**config.mk**
```make
export PLATFORM = sky130hd
export DESIGN_NAME = wb_trace_buffer
export DESIGN_NICKNAME = d
export VERILOG_FILES = /design/src/rtl/wb_trace_buffer_pkg.sv /design/src/rtl/wb_trace_buffer_sync_fifo.sv /design/src/rtl/wb_trace_buffer.sv
export SDC_FILE = /design/constraint.sdc
export NUM_CORES = 2
export LEC_CHECK = 0
export BUFFER_PORTS_ARGS = -buffer_cell sky130_fd_sc_hd__buf_4
export CELL_PAD_IN_SITES_DETAIL_PLACEMENT = 1
export CELL_PAD_IN_SITES_GLOBAL_PLACEMENT = 2
export CORE_ASPECT_RATIO = 1.1
export CORE_MARGIN = 2
export CORE_UTILIZATION = 45
export DETAILED_ROUTE_END_ITERATION = 8
export GPL_ROUTABILITY_DRIVEN = 0
export PLACE_DENSITY_LB_ADDON = 0.1
export RECOVER_POWER = 25
export SYNTH_ARGS = -nofsm -noshare
export SYNTH_HDL_FRONTEND = slang
export SYNTH_HIERARCHICAL = 1
export SYNTH_SLANG_ARGS = --single-unit
export TNS_END_PERCENT = 20
```
**constraint.sdc**
```tcl
create_clock -name clk -period 7.6 [get_ports clk]
set_input_delay 1.52 -clock clk [delete_from_list [all_inputs] [get_ports clk]]
set_output_delay 1.52 -clock clk [all_outputs]
set_load 0.005 [all_outputs]
```
**src/rtl/wb_trace_buffer_pkg.sv**
```systemverilog
// Shared definitions for the writeback trace buffer: register constants and
// small arithmetic helpers used by the top level.
package wb_trace_buffer_pkg;

  // Architectural zero register; never holds state and is optionally not traced.
  localparam logic [4:0] REG_X0 = 5'd0;

  // Saturating 16-bit increment used by the drop counter.
  function automatic logic [15:0] sat_inc16(input logic [15:0] value);
    logic [15:0] result;
    if (value == 16'hFFFF) begin
      result = value;
    end else begin
      result = value + 16'd1;
    end
    return result;
  endfunction

endpackage

```
**src/rtl/wb_trace_buffer_sync_fifo.sv**
```systemverilog
// First-word-fall-through synchronous FIFO with registered storage.
// The head entry is read straight from the storage array, so rdata is valid
// whenever empty is low. Push while full is only honoured together with a pop.
module sync_fifo #(
  parameter int WIDTH = 8,
  parameter int DEPTH = 16
) (
  input  logic                     clk,
  input  logic                     reset,
  input  logic                     push,
  input  logic                     pop,
  input  logic [WIDTH-1:0]         wdata,
  output logic [WIDTH-1:0]         rdata,
  output logic [$clog2(DEPTH):0]   count,
  output logic                     full,
  output logic                     empty
);

  localparam int AW = $clog2(DEPTH);
  localparam int CW = AW + 1;
  localparam logic [AW-1:0] PTR_ONE = AW'(1);
  localparam logic [CW-1:0] CNT_ONE = CW'(1);
  localparam logic [CW-1:0] CNT_FULL = CW'(DEPTH);

  logic [WIDTH-1:0] mem_r [DEPTH];
  logic [AW-1:0]    wr_ptr_r;
  logic [AW-1:0]    rd_ptr_r;
  logic [CW-1:0]    count_r;
  logic             push_ok_s;
  logic             pop_ok_s;

  // Guard the handshake so an illegal push/pop never corrupts the pointers.
  always_comb begin
    pop_ok_s  = pop && (count_r != {CW{1'b0}});
    push_ok_s = push && ((count_r != CNT_FULL) || pop_ok_s);
  end

  // Storage, pointers and occupancy; storage is cleared so the head reads 0 after reset.
  always_ff @(posedge clk) begin
    if (reset) begin
      wr_ptr_r <= '0;
      rd_ptr_r <= '0;
      count_r  <= '0;
      for (int i = 0; i < DEPTH; i++) begin
        mem_r[i] <= '0;
      end
    end else begin
      if (push_ok_s) begin
        mem_r[wr_ptr_r] <= wdata;
        wr_ptr_r        <= wr_ptr_r + PTR_ONE;
      end
      if (pop_ok_s) begin
        rd_ptr_r <= rd_ptr_r + PTR_ONE;
      end
      case ({push_ok_s, pop_ok_s})
        2'b10:   count_r <= count_r + CNT_ONE;
        2'b01:   count_r <= count_r - CNT_ONE;
        default: count_r <= count_r;
      endcase
    end
  end

  assign rdata = mem_r[rd_ptr_r];
  assign count = count_r;
  assign full  = (count_r == CNT_FULL);
  assign empty = (count_r == {CW{1'b0}});

endmodule

```
**src/rtl/wb_trace_buffer.sv**
```systemverilog
// Writeback trace buffer: captures every architectural register write from the
// core, stamps it with a sequence number and queues it for a host to drain.
// A shadow register file mirrors x1..x31 for random-access readback, and a
// sticky overflow flag plus saturating counter record events lost when full.
module wb_trace_buffer
  import wb_trace_buffer_pkg::*;
#(
  parameter int DEPTH   = 16,
  parameter int SEQ_W   = 16,
  parameter bit DROP_X0 = 1'b1
) (
  input  logic                   clk,
  input  logic                   reset,
  input  logic                   wb_e,
  input  logic [4:0]             wb_a,
  input  logic [31:0]            wb_d,
  output logic                   out_valid,
  input  logic                   out_ready,
  output logic [SEQ_W-1:0]       out_seq,
  output logic [4:0]             out_addr,
  output logic [31:0]            out_data,
  output logic [$clog2(DEPTH):0] count,
  output logic                   overflow,
  output logic [15:0]            drop_cnt,
  input  logic                   clr_overflow,
  input  logic [4:0]             rf_raddr,
  output logic [31:0]            rf_rdata
);

  typedef struct packed {
    logic [SEQ_W-1:0] seq;
    logic [4:0]       addr;
    logic [31:0]      data;
  } wb_event_s;

  localparam logic [SEQ_W-1:0] SEQ_ONE = SEQ_W'(1);

  logic             acc_s;
  logic             push_s;
  logic             pop_s;
  logic             drop_s;
  logic             full_s;
  logic             empty_s;
  logic [SEQ_W-1:0] seq_r;
  logic             overflow_r;
  logic [15:0]      drop_cnt_r;
  logic [31:0]      rf_r [32];
  wb_event_s        wdata_s;
  wb_event_s        rdata_s;

  // Decide which writebacks are traced and how each one is disposed of.
  always_comb begin
    if (DROP_X0 && (wb_a == REG_X0)) begin
      acc_s = 1'b0;
    end else begin
      acc_s = wb_e;
    end
    pop_s   = out_valid && out_ready;
    push_s  = acc_s && (!full_s || pop_s);
    drop_s  = acc_s && full_s && !pop_s;
    wdata_s = '{seq: seq_r, addr: wb_a, data: wb_d};
  end

  sync_fifo #(
    .WIDTH ($bits(wb_event_s)),
    .DEPTH (DEPTH)
  ) u_fifo (
    .clk   (clk),
    .reset (reset),
    .push  (push_s),
    .pop   (pop_s),
    .wdata (wdata_s),
    .rdata (rdata_s),
    .count (count),
    .full  (full_s),
    .empty (empty_s)
  );

  assign out_valid = !empty_s;
  assign out_seq   = rdata_s.seq;
  assign out_addr  = rdata_s.addr;
  assign out_data  = rdata_s.data;

  // Sequence number advances on every traced event, stored or dropped, so gaps reveal drops.
  always_ff @(posedge clk) begin
    if (reset) begin
      seq_r <= '0;
    end else if (acc_s) begin
      seq_r <= seq_r + SEQ_ONE;
    end else begin
      seq_r <= seq_r;
    end
  end

  // Overflow bookkeeping; a drop in the same cycle as a clear restarts the count at one.
  always_ff @(posedge clk) begin
    if (reset) begin
      overflow_r <= 1'b0;
      drop_cnt_r <= 16'd0;
    end else if (drop_s) begin
      overflow_r <= 1'b1;
      drop_cnt_r <= clr_overflow ? 16'd1 : sat_inc16(drop_cnt_r);
    end else if (clr_overflow) begin
      overflow_r <= 1'b0;
      drop_cnt_r <= 16'd0;
    end else begin
      overflow_r <= overflow_r;
      drop_cnt_r <= drop_cnt_r;
    end
  end

  assign overflow = overflow_r;
  assign drop_cnt = drop_cnt_r;

  // Shadow register file tracks every non-x0 writeback regardless of queue state.
  always_ff @(posedge clk) begin
    if (reset) begin
      for (int i = 0; i < 32; i++) begin
        rf_r[i] <= 32'd0;
      end
    end else if (wb_e && (wb_a != REG_X0)) begin
      rf_r[wb_a] <= wb_d;
    end else begin
      rf_r[0] <= 32'd0;
    end
  end

  // Readback from the registered array; x0 always reads as zero.
  always_comb begin
    if (rf_raddr == REG_X0) begin
      rf_rdata = 32'd0;
    end else begin
      rf_rdata = rf_r[rf_raddr];
    end
  end

endmodule

```
# Word-level counts from Yosys, hierarchy flattened
# Memories as Yosys holds them, arrays and structs flattened. A register that Yosys moved wholly into a read port is not among the register bits.
# Cells that the tools add are included.
# totals
reg_bits,46
latch_bits,0
mem_bits_rw,1872
romBits,0
in_bits,47
output_inout_bits,108
word_cells,72
mem_count,2
# classes
n_addsub,6
mul,0
div,0
magnitude_cmp,0
n_eq_ne,6
shifts,0
mux,29
bitwise_logic,1
n_reduce_logical,22
# memory_table
name,words,word_bits,read_ports,rd_clocked_by_memory_dff,wr,line_no,rtl
rf_r,32,32,1,0,32,wb_trace_buffer.sv:47,logic [31:0] rf_r [32];
u_fifo.mem_r,16,53,1,1,16,wb_trace_buffer_sync_fifo.sv:25,logic [WIDTH-1:0] mem_r [DEPTH];
# op_table
cell,count
two-way mux 32 bit,3
two-way mux 16 bit,4
two-way mux 53 bit,1
OR reduction 53 bit,1
adder 16 x 1 -> 16 bit (second input constant),2
OR reduction 32 bit,1
== test 16 bit (second input constant),1
two-way mux 1 bit,16
zero test 5 bit,3
two-way mux 4 bit,3
one-hot mux 5 bit (2 select lines),1
nonzero test 5 bit,2
adder 4 x 1 -> 4 bit (second input constant),2
logical AND 1 bit,7
adder 5 x 1 -> 5 bit (second input constant),1
== test 5 bit (second input constant),1
two-way mux 5 bit,1
inequality test 5 bit (second input constant),1
subtractor 5 x 1 -> 5 bit (second input constant),1
nonzero test 2 bit,2
zero test 1 bit,3
== test 2 x 1 -> 1 bit (second input constant),1
== test 2 bit (second input constant),1
logical OR 1 bit,2
3 further kinds,3

# Logic depth before layout (Yosys ltp)
# logic_depth
ltp_word,11
mapped_depth,13
ltp_nobuf,12

# Hierarchy
# Netlist, hierarchy kept.
# by_module_without_submodules
mod,n_inst,cells_per_inst,area_per_inst_um2,seq_area_each_um2
wb_trace_buffer,1,3127,46977.6,30479.2
sync_fifo,1,2663,37888.8,25804.7

# Least setup slack after synthesis
# No wires, ideal clock.
# synth_path
kind,input to register
from,in out_ready
to,"mem u_fifo/mem_r[3][0] in the netlist's numbering, enable pin"
setup_ns,0.475
t_arrival_ns,5.186
slack_ns,1.939
cell_stages,6
n_path_buf,1
cell_sequence,nor2b_1 -> nor2b_1 -> nor2_1 -> buf_2 -> nand2_1 -> o21bai_1
# synth_rtl
element,line_no,rtl
from (decl),wb_trace_buffer.sv:18,"input logic out_ready,"
to (decl),wb_trace_buffer_sync_fifo.sv:25,

==> flow_summary.toml <==
[placed_design]
place_ws_ps = 1570
place_area_um2 = 88300
dp_hpwl_um = 149000
io_buffer_count = 154

[yosys]
synthXorXnorAreaFrac = 0.00196
synthDistinctLibCells = 65
avgSynthCellArea_um2 = 14.7
synth_simple_gate_area_frac = 0.148
synth_edf_count = 1841
async_flop_share = 0
synth-seq-cells = 1891
ys_seq_area_frac = 0.663
synth_top_area_cell = "edfxtp_1"
post-synth-top-count-cell = "edfxtp_1"
synth_compound_area_frac = 0.0269
syn_inst = 5790
synth.top_cell.area_share = 0.651
netlist_top_cells_count = "edfxtp_1 (1,841), and2_1 (1,000), nor2_1 (944), mux4_2 (437), nand2_1 (380)"
synthesis.area_um2 = 84900
synth_top_family_by_area = "simple AND/OR/NAND/NOR gates"
synthesis.nets = 5848
synth.area.mux_share = 0.128
synth_area_leaders = "edfxtp_1 (65%), mux4_2 (12%), and2_1 (7.4%)"
synth_adder_area_share = 0.00171
synth_warnings = 6
synth_ff_type = "edfxtp_1"

[clock_network]
post_cts_resize_count = 0
clk_pin_slew_ps = 60
cts_tree = "yes"
postCtsHoldBufs = 0
postCtsSetupBuffers = 0
cts-htree-levels = 4
root_buffer = "clkbuf_16"
clk_latency_ps = 830
numCtsBuffers = 200
cts_sinks = 1891
cts.path.max_buffers = 3

[sta]
hold_violations = 0
fin_tns_setup_ps = 0
clock.fmax_mhz = 157
finalClockSkew_ps = 16.9
setup_slack_ps = 1210
period_needed_ps = 6390
setup_violations = 0
finalCritPeriodShare = 0.840
whs_ps = 488
rsz0062_at_grt = "no"
drv_slew = 1170
slew_headroom = -0.882
worst_pin_slew_ps = 2820

[global_route]
grt_pass1_vias = 52700
antenna_found_initial = 16
grt_max_degree = 197
grt_pass1_wl_um = 385000
grt_use_total = 0.281
grt.overflow.total = 0

[cells_and_area]
layout.nets = 5836
layout-drive-gt1-share = 0.183
syn2layout_area_growth_pct = 11.1
design_area_um2 = 94300

[critical_path]
cp_max_fo = 103
critPathLaunch = "reset"
crit_type = "input port to flip-flop"
required_ps = 8090
r2r-start = "u_fifo/count[0]"
worstReg2RegEnd = "u_fifo/mem_r[1][18]"
regToRegSetupSlack_ps = 2720
cp-start-kind = "input port"
reg2reg_depth = 8
cp.arrival_ps = 6880
critPathCaptureType = "flip-flop"

[detailed_routing]
drt-total-wl_um = 269000
drtIter0Drc = 4457
route.detailed.drc = 0
first_pass_iters = 5
viasPerCell = 5.94
vias = 49900
ant_nets = 0
wire_per_inst_um = 32.0

[job]
drv_cap = 33

[floorplanning]
pin_count = 155
core-area_um2 = 188000
die_w_um = 418
die_y_um = 459
initial_core_util = 0.452
core.rowCount = 167
die_area_um2 = 192000

[power_and_ir_drop]
peakVddDrop_mv = 0.269
p_per_area_nw_per_um2 = 267
power_w = 0.0252
p_leak_nw = 31.7

[hold_path]
min_from = "seq_r[1]"
hold_path.class = "flip-flop to flip-flop"
hold_path_depth = 2
min_to = "seq_r[1]"

[run_status]
violations = "capacitance limit, slew limit"
status = "complete, but fails checks"
report_power, final:
group | switching, W | internal [W]
Combinational | 0.00202 | 0.00148
Clock | 0.00411 | 0.00532
Sequential | 0.000254 | 0.0120
Total | 0.00638 | 0.0188
how the worst max path moves through the flow:
stage	endpoint	slack (ps)	cells past startpoint
6_report	rf_r[11][0]	1210	4
3_5_place_dp	rf_rdata[7]	1570	7
4_1_cts	rf_rdata[7]	1570	7
2_1_floorplan	u_fifo/mem_r[3][0]	1940	6
3_3_place_gp	rf_rdata[7]	1610	7
5_1_grt	rf_r[11][0]	820	4
state kept, by name (all words and copies together), names as in the netlist, named ones only:
name and flops:
overflow 1, u_fifo/rd_ptr_r 4, drop_cnt 16, u_fifo/mem_r 848, seq_r 16, rf_r 993, u_fifo/count 5, u_fifo/wr_ptr_r 4
cell type report:
cell class              instances  area, µm²
diodes                          3       7.51
clock inverters               109        778
well taps                    2450       3070
inverters                       5       18.8
clock buffers                 261       5400
fillers                     18100      93500
multi-input cells            3391      26400
repair buffers                289       2370
flip-flops and latches       1891      56300
metrics by stage:
stage / util / instances
3_5_place_dp: 0.470 / 8026
2_1_floorplan: - / 5790
3_3_place_gp: 0.470 / 8026
4_1_cts: 0.503 / 8396
6_report: 0.502 / 8399
5_1_grt: 0.502 / 8398
critical path, cell delays in order:
cell and delay, ps:
clkbuf_1 1240, clkbuf_2 2040, or2_0 1350, buf_4 540
placed cells by master (no fill, tap or decap), drive strengths merged, types with 23 or more instances in the layout:
cell type,count
mux2i,70
a22oi,128
or2,33
nor2b,63
a21oi,46
buf,236
dfxtp,50
mux4,437
clkinv,92
o2111a,23
edfxtp,1841
nor2,951
and2,1000
a221oi,23
mux2,31
clkbuf,314
nand2,381
metal layers:
metal / routed length (µm) / share of wire / track usage
met1: 108000 / 0.40 / 0.366
met2: 137000 / 0.51 / 0.490
met3: 13900 / 0.052 / 0.0298
met4: 9870 / 0.037 / 0.0982
met5: 0 / 0 / 0
cells by family (layout without fill, tap and decap cells):
logic type,after synthesis,after routing
other,1,4
buffers and inverters,508,664
AOI/OAI and AO/OA,302,302
DFF,1891,1891
adders and majority gates,11,11
xor gates and xnor gates,19,19
muxes,538,538
and+or+nand+nor,2520,2520
No activity file was read; power rests on OpenSTA's default activity.
